[src/rtl/fptd_frame_loader_if.sv]
// Serial LLR beat stream feeding the FPTD frame loader.
interface fptd_beat_if #(
    parameter int unsigned N = 4
);
    logic                In_Valid;
    logic                In_Ready;
    logic signed [N-1:0] In_Sys;
    logic signed [N-1:0] In_Par_U;
    logic signed [N-1:0] In_Par_L;
    logic                In_Bit;

    modport master (
        output In_Valid,
        output In_Sys,
        output In_Par_U,
        output In_Par_L,
        output In_Bit,
        input  In_Ready
    );

    modport slave (
        input  In_Valid,
        input  In_Sys,
        input  In_Par_U,
        input  In_Par_L,
        input  In_Bit,
        output In_Ready
    );
endinterface

[src/rtl/fptd_frame_loader.sv]
// Frame loader for the FPTD turbo-decoder core: assembles serial LLR beats
// into the core's parallel frame vectors, launches a decode and keeps BER
// statistics from the per-frame error counts the core reports back.
module fptd_frame_loader #(
    parameter int unsigned FL = 104,
    parameter int unsigned N  = 4,
    parameter int unsigned EW = 24,
    parameter int unsigned CW = 16
) (
    input  logic                 Clock,
    input  logic                 nReset,
    fptd_beat_if.slave           beat,
    input  logic                 Clear_Stats,
    output logic                 Start,
    input  logic                 Ready,
    input  logic                 Valid_Data,
    input  logic [6:0]           Errors,
    output logic [FL-1:0]        b1_ideal,
    output logic [FL*N-1:0]      bua3,
    output logic [(FL+3)*N-1:0]  bua2,
    output logic [3*N-1:0]       but1,
    output logic [(FL+3)*N-1:0]  bla2,
    output logic [3*N-1:0]       blt1,
    output logic                 Frame_Done,
    output logic [6:0]           Last_Errors,
    output logic [EW-1:0]        Total_Errors,
    output logic [CW-1:0]        Frame_Count
);
    localparam int unsigned BEATS = FL + 6;
    localparam int unsigned KW    = $clog2(BEATS);
    localparam int unsigned LAST  = BEATS - 1;

    typedef enum logic [1:0] {
        S_LOAD,
        S_ARM,
        S_DECODE
    } state_t;

    state_t        state;
    logic [KW-1:0] k;
    logic          vd_q;
    logic          accept_c;
    logic          capture_c;
    logic [EW:0]   sum_c;

    // Beats are only taken while loading; ready is a pure decode of the state register.
    assign beat.In_Ready = (state == S_LOAD);
    assign accept_c      = beat.In_Valid && (state == S_LOAD);
    assign capture_c     = (state == S_DECODE) && Valid_Data && !vd_q;
    assign sum_c         = {1'b0, Total_Errors} + (EW+1)'(Errors);

    // Frame FSM: beat routing into the frame buffers, start request, result capture.
    always_ff @(posedge Clock or negedge nReset) begin
        if (!nReset) begin
            state       <= S_LOAD;
            k           <= '0;
            vd_q        <= 1'b0;
            Start       <= 1'b0;
            Frame_Done  <= 1'b0;
            Last_Errors <= '0;
            b1_ideal    <= '0;
            bua3        <= '0;
            bua2        <= '0;
            but1        <= '0;
            bla2        <= '0;
            blt1        <= '0;
        end else begin
            Start      <= 1'b0;
            Frame_Done <= 1'b0;
            vd_q       <= Valid_Data;
            case (state)
                S_LOAD: begin
                    if (accept_c) begin
                        for (int i = 0; i < int'(FL); i++) begin
                            if (k == KW'(i)) begin
                                b1_ideal[i]      <= beat.In_Bit;
                                bua3[i*N +: N]   <= beat.In_Sys;
                                bua2[i*N +: N]   <= beat.In_Par_U;
                                bla2[i*N +: N]   <= beat.In_Par_L;
                            end
                        end
                        for (int j = 0; j < 3; j++) begin
                            if (k == KW'(int'(FL) + j)) begin
                                but1[j*N +: N]                <= beat.In_Sys;
                                bua2[(int'(FL) + j)*N +: N]   <= beat.In_Par_U;
                            end
                            if (k == KW'(int'(FL) + 3 + j)) begin
                                blt1[j*N +: N]                <= beat.In_Sys;
                                bla2[(int'(FL) + j)*N +: N]   <= beat.In_Par_L;
                            end
                        end
                        if (k == KW'(LAST)) begin
                            k     <= '0;
                            state <= S_ARM;
                        end else begin
                            k <= k + KW'(1);
                        end
                    end
                end
                S_ARM: begin
                    if (Ready) begin
                        Start <= 1'b1;
                        state <= S_DECODE;
                    end
                end
                S_DECODE: begin
                    if (capture_c) begin
                        Last_Errors <= Errors;
                        Frame_Done  <= 1'b1;
                        state       <= S_LOAD;
                    end
                end
                default: state <= S_LOAD;
            endcase
        end
    end

    // Running statistics: saturating error total and wrapping frame count.
    always_ff @(posedge Clock or negedge nReset) begin
        if (!nReset) begin
            Total_Errors <= '0;
            Frame_Count  <= '0;
        end else if (Clear_Stats) begin
            Total_Errors <= capture_c ? EW'(Errors) : '0;
            Frame_Count  <= capture_c ? CW'(1) : '0;
        end else if (capture_c) begin
            Total_Errors <= sum_c[EW] ? '1 : sum_c[EW-1:0];
            Frame_Count  <= Frame_Count + CW'(1);
        end
    end
endmodule

[src/flat_wrapper.sv]
// flat-port wrapper written by rule: the top's interface ports become plain ports
module fptd_frame_loader_flat 
#(
    parameter int unsigned FL = 104,
    parameter int unsigned N  = 4,
    parameter int unsigned EW = 24,
    parameter int unsigned CW = 16
)
  (Clock, nReset, Clear_Stats, Start, Ready, Valid_Data, Errors, b1_ideal, bua3, bua2, but1, bla2, blt1, Frame_Done, Last_Errors, Total_Errors, Frame_Count, beat_In_Valid, beat_In_Sys, beat_In_Par_U, beat_In_Par_L, beat_In_Bit, beat_In_Ready);
  fptd_beat_if #(.N(N)) beat_i ();
  input  logic Clock;
  input  logic nReset;
  input  logic Clear_Stats;
  output logic Start;
  input  logic Ready;
  input  logic Valid_Data;
  input  logic [6:0] Errors;
  output logic [FL-1:0] b1_ideal;
  output logic [FL*N-1:0] bua3;
  output logic [(FL+3)*N-1:0] bua2;
  output logic [3*N-1:0] but1;
  output logic [(FL+3)*N-1:0] bla2;
  output logic [3*N-1:0] blt1;
  output logic Frame_Done;
  output logic [6:0] Last_Errors;
  output logic [EW-1:0] Total_Errors;
  output logic [CW-1:0] Frame_Count;
  input wire logic [$bits(beat_i.In_Valid)-1:0] beat_In_Valid;
  input wire logic [$bits(beat_i.In_Sys)-1:0] beat_In_Sys;
  input wire logic [$bits(beat_i.In_Par_U)-1:0] beat_In_Par_U;
  input wire logic [$bits(beat_i.In_Par_L)-1:0] beat_In_Par_L;
  input wire logic [$bits(beat_i.In_Bit)-1:0] beat_In_Bit;
  output wire logic [$bits(beat_i.In_Ready)-1:0] beat_In_Ready;
  assign beat_i.In_Valid = beat_In_Valid;
  assign beat_i.In_Sys = beat_In_Sys;
  assign beat_i.In_Par_U = beat_In_Par_U;
  assign beat_i.In_Par_L = beat_In_Par_L;
  assign beat_i.In_Bit = beat_In_Bit;
  assign beat_In_Ready = beat_i.In_Ready;
  fptd_frame_loader #(.FL(FL), .N(N), .EW(EW), .CW(CW)) u_core (.Clock(Clock), .nReset(nReset), .beat(beat_i), .Clear_Stats(Clear_Stats), .Start(Start), .Ready(Ready), .Valid_Data(Valid_Data), .Errors(Errors), .b1_ideal(b1_ideal), .bua3(bua3), .bua2(bua2), .but1(but1), .bla2(bla2), .blt1(blt1), .Frame_Done(Frame_Done), .Last_Errors(Last_Errors), .Total_Errors(Total_Errors), .Frame_Count(Frame_Count));
endmodule
[config.mk]
export PLATFORM = sky130hd
export DESIGN_NAME = fptd_frame_loader_flat
export DESIGN_NICKNAME = d
export VERILOG_FILES = /design/src/rtl/fptd_frame_loader_if.sv /design/src/rtl/fptd_frame_loader.sv /design/src/flat_wrapper.sv
export SDC_FILE = /design/constraint.sdc
export NUM_CORES = 2
export LEC_CHECK = 0
export BUFFER_PORTS_ARGS = -buffer_cell sky130_fd_sc_hd__buf_2
export CAP_MARGIN = 20
export CORE_AREA = 2 2 575 577
export CTS_CLUSTER_SIZE = 16
export DETAILED_ROUTE_END_ITERATION = 10
export DIE_AREA = 0 0 577 579
export RECOVER_POWER = 25
export SYNTH_ARGS = -nofsm -noshare
export SYNTH_HDL_FRONTEND = slang
export SYNTH_SLANG_ARGS = --single-unit
[constraint.sdc]
create_clock -name Clock -period 3.1 [get_ports Clock]
set_clock_uncertainty 0.05 [all_clocks]
set_input_delay 0.155 -clock Clock [delete_from_list [all_inputs] [get_ports Clock]]
set_output_delay 0.155 -clock Clock [all_outputs]
set_load 0.02 [all_outputs]
# --- Word level (Yosys, flattened, before mapping) ---
# Index checks and enable logic that the tools add are counted.
classes:
  n_addsub: 3
  n_eq_ne: 115
  muxes: 17
  reduce_logical: 120
ops:
  columns: ["op", "n"]
  rows:
  - ["$reduce_and A3 Y1", 110]
  - ["$eq A7 B7 Y1 const B", 46]
  - ["$eq A7 B6 Y1 const B", 32]
  - ["$eq A7 B5 Y1 const B", 16]
  - ["$mux W24", 3]
  - ["$eq A7 B4 Y1 const B", 8]
  - ["$mux W16", 2]
  - ["$eq A7 B3 Y1 const B", 4]
  - ["$add A24 B7 Y25", 1]
  - ["$add A16 B1 Y16 const B", 1]
  - ["$eq A7 B2 Y1 const B", 2]
  - ["$mux W7", 2]
  - ["$mux W2", 4]
  - ["$add A7 B1 Y7 const B", 1]
  - ["$eq A7 B1 Y1 const B", 1]
  - ["$logic_not A7 Y1", 1]
  - ["$ne A2 B1 Y1 const B", 3]
  - ["$pmux W2 S3", 1]
  - ["$mux W1", 5]
  - ["$reduce_and A2 Y1", 2]
  - ["$reduce_and A4 Y1", 1]
  - ["$logic_and A1 B1 Y1", 3]
  - ["$eq A2 B1 Y1 const B", 1]
  - ["$eq A2 B2 Y1 const B", 1]
  - ["4 further kinds", 4]
word_totals:
  ff_bits: 1459
  in_bits: 26
  out_inout_bits: 1450
  word_cells: 691

# --- Depth between registers and ports, before layout ---
depth:
  ltp_word: 5
  mapped_depth: 8

# --- Worst setup path before layout ---
# No wires, ideal clock.
synth_timing:
  path_kind: "register -> register"
  startpoint: "reg u_core.Total_Errors[0]"
  endpoint: "reg u_core.Total_Errors[23]"
  setup_time_ns: 0.136
  arrival_ns: 2.121
  t_required_ns: 2.914
  setup_slack_ns: 0.793
  stages_incl_launch_ff: 9
  n_path_buf: 1
  period_less_slack_ns: 2.307
  cell_sequence: "dfrtp_1 -> ha_1 -> fa_1 -> a211oi_1 -> o211a_1 -> nor4_4 -> buf_6 -> nor4_1 -> nor3_1"
synth_between:
  elab_chain_cells: 4
synth_rtl:
  columns: ["element", "line_no", "source"]
  rows:
  - ["start: declaration", "fptd_frame_loader.sv:26", "output logic [EW-1:0] Total_Errors,"]
  - ["start signal: assignment", "fptd_frame_loader.sv:124", "Total_Errors <= capture_c ? EW'(Errors) : '0;"]
  - ["start signal: assignment", "fptd_frame_loader.sv:127", "Total_Errors <= sum_c[EW] ? '1 : sum_c[EW-1:0];"]
  - ["$add A24 B7 Y25", "fptd_frame_loader.sv:50", "assign sum_c = {1'b0, Total_Errors} + (EW+1)'(Errors);"]
  - ["$mux W24", "fptd_frame_loader.sv:127", null]
  - ["$mux W24", "fptd_frame_loader.sv:126", "end else if (capture_c) begin"]
  - ["$mux W24", "fptd_frame_loader.sv:123", "end else if (Clear_Stats) begin"]
# No other way between the ends. The select of a mux whose other input is x is not followed.
# A chain may end at the register's enable or synchronous reset.

==> run summary <==
status = finished, violations left
failing checks = max-capacitance violations, max-slew violations
hpwl dp = 164000 um
DRT iter0 DRCs = 2001
Hold Path Origin = Errors[5]
Worst IR Drop VDD = 428.9 uV
largest net degree at the start of global routing = 111
Worst Path Required = 4.01 ns
WL final = 240600 um
Post-synth EDFFs = 0
vias in the first global route = 38880
Worst Hold Class = in2reg
antenna violations before repair = 35
layout cells sized above 1 = 63.81%
Sink Count = 1459
wire length of the first global-routing pass = 323700 um
post-synth top area share = 64.77%
DR vias/cell = 3.846
Leak = 41.10 nW
Worst Setup Path Type = in2async
Tightest Pin Transition = 2.363 ns
most common cell in the netlist = dfrtp_1
max incr delay on CP = 1.59 ns
Clk Latency, worst-skew pair = 0.84 ns
Longest Clk Path Bufs = 4
cell chain of the critical path = dlygate4sd3_1 -> clkbuf_2 -> buf_12 -> clkbuf_2 -> clkbuf_1
crit path DAT = 3.66 ns
RSZ-0062 raised after global routing = no
DIE AREA = 334100 um2
Routed WL per cell = 25.05 um
sequential-to-total area share from yosys stat = 64.77%
NumNets Final = 5136
maxcap violations = 1
Placer Congestion = 0.7976
routed via count = 36940
Congestion Overflow GR = 0
Comb pwr share = 22.3%
Top delay family on crit path = buffers and inverters
H-Tree Depth = 4
synthesized cell area = 56370 um2
worst r2r src = u_core.state[1]
synth unique cells = 58
dominant synthesized flop cell = dfrtp_1
TritonCTS buffer count = 166
startpoint types = input pin
Post-DRT Antenna Nets = 0
cell internal pwr = 0.03855 W
Flop pwr share = 41.8%
top post-synthesis cells by area = dfrtp_1 65%, mux2_2 27%, clkbuf_1 1.1%
CTS root buffer = clkbuf_16
worst path buffer plus inverter count = 5
drt first pass iters = 5
Post-CTS Setup Inserts = 0
area grow syn2layout = 33.98%
CP max FO = 27
switching share of total power = 31.86%
f_max = 363.1 MHz
Max Slew Vio Count = 19
synth cell count leaders = 1459 x dfrtp_1, 1337 x mux2_2, 165 x clkbuf_1
final hold vios = 0
area leader, netlist = dfrtp_1
Worst Setup SP = nReset
Initial Utilization = 17.15%
core area = 328700 um2
Avg Cell Area, Syn = 15.84 um2
Buffers on Ports = 1475
FP Rows = 211
syn nets = 3597
CTS tree = yes
Final min period = 2.754 ns
Residual DRC = 0
Ys Warns = 0
Final period util = 88.84%
post-synthesis cell count = 3558
async set-reset flop share out of synthesis = 100.0%
Rel. slew slack = -57.55%
chip width = 577 um
switching pwr = 0.01803 W
Fin Setup TNS = 0 ns
Final Core Density = 22.98%
# IOs = 1476
total track usage = 13.83%
Critical Path Sink Type = async pin
#FFs+latches synth = 1459
Fill cells = 34720
# setup viols final = 0
hold slack final = 0.1187 ns
power share of the clock group = 36.0%
Clock transition at path regs = 0.06 ns
die span in y = 579 um
critical path's most frequent cell = clkbuf_2
Crit-path slowest cell = clkbuf_2
pwr/cell area = 749.1 nW/um2
-- state kept, by name, summed over array words and instances, names as in the netlist, 12 cells and up --
name,cells
u_core.bla2,428
u_core.bua2,428
u_core.but1,12
u_core.Frame_Count,16
u_core.b1_ideal,104
u_core.Total_Errors,24
u_core.blt1,12
u_core.bua3,416
-- metal layers --
metal  up-vias  track usage, %  wire length, um  share of wire, %
met3       379           4.086            19090               7.9
met4         2           5.363             9352               3.9
met2      1634           23.43           116100                48
li1      15550               -                -                 -
met1     19370           16.40            96050                40
met5         -               0               13            0.0054
-- what timing repair did --
action | 4_1_cts | 5_1_grt
resized for setup | 0 | 0
hold buffers | 29 | 0
endpoints found under the hold margin | 1243 | 0
-- power groups by stage --
stage | Sequential (W) | Clock, W | Combinational (W)
final | 0.0236 | 0.0203 | 0.0126
after global routing | 0.0239 | 0.0217 | 0.0133
after CTS | 0.0236 | 0.0210 | 0.0129
after detailed placement | 0.0239 | 0 | 0.0128
after global placement | 0.0238 | 0 | 0.0127
after floorplan | 0.0272 | 0 | 0.00362
-- metrics by stage --
step	power (W)	instances	area, um2	setup slack (ns)
6_report	0.05658	9604	75520	0.3460
3_3_place_gp	0.03643	9266	69750	0.4780
2_1_floorplan	0.03084	3558	56370	0.7930
4_1_cts	0.05746	9588	75690	0.3784
5_1_grt	0.05899	9591	75490	0.1805
3_5_place_dp	0.03675	9266	69750	0.4260
-- layout by cell type, fill, tap and decap left out, types with 15 or more instances in the layout --
cell type / n
mux2_4: 20
clkbuf_1: 47
clkinv_2: 25
clkbuf_8: 28
diode_2: 16
bufinv_16: 15
nand2_2: 38
dfrtp_1: 1459
xor2_1: 15
buf_4: 104
mux2_1: 43
nor3_1: 21
dlygate4sd3_1: 28
nor2_1: 31
clkbuf_16: 167
buf_12: 45
mux2_2: 1337
nand2_1: 96
nand2_4: 21
buf_2: 1460
-- final cells by class --
class                      count  area, um2  area share (%)
multi-input combinational   1789      18340           24.28
clock inverter                68      959.7           1.271
inverter                       9      33.78         0.04473
timing repair buffer        1672       9498           12.58
clock buffer                 225       4677           6.193
tap                         4366       5463           7.233
antenna                       16      40.04         0.05302
sequential                  1459      36510           48.34
-- worst paths after layout --
check                                         to  slack [ns]  cells after the start
setup / recovery                u_core.bla2[367]        0.35                      5
hold / removal             u_core.Last_Errors[5]        0.12                      4
setup reg to reg             u_core.b1_ideal[21]        0.42                      5
hold reg to reg            u_core.Last_Errors[2]        0.43                      2
max in group Clock           u_core.b1_ideal[21]        0.42                      5
min in group asynchronous       u_core.bua3[253]        1.29                      3
-- worst register-to-register path, stage by stage (launching register included) --
cell and delay (ns):
dfrtp_1 0.40, or3b_4 0.45, nor3b_2 0.29, and2_1 0.30, nand2_2 0.54, mux2_2 0.51
-- kinds of logic (layout without fill, tap and decap cells) --
kind of cell | count (synthesis) | after routing | share of synthesized area, %
buffers and inverters | 310 | 1974 | 2.748
AND/OR/NAND/NOR | 286 | 286 | 2.903
other | 0 | 16 | 0
AO/OA/AOI/OAI | 64 | 64 | 0.7658
multiplexers | 1402 | 1402 | 28.14
adder cells (fa/ha/maj) | 13 | 13 | 0.3019
flip-flops | 1459 | 1459 | 64.77
XOR/XNOR | 24 | 24 | 0.3729
Power figures use the tool's default switching activity.
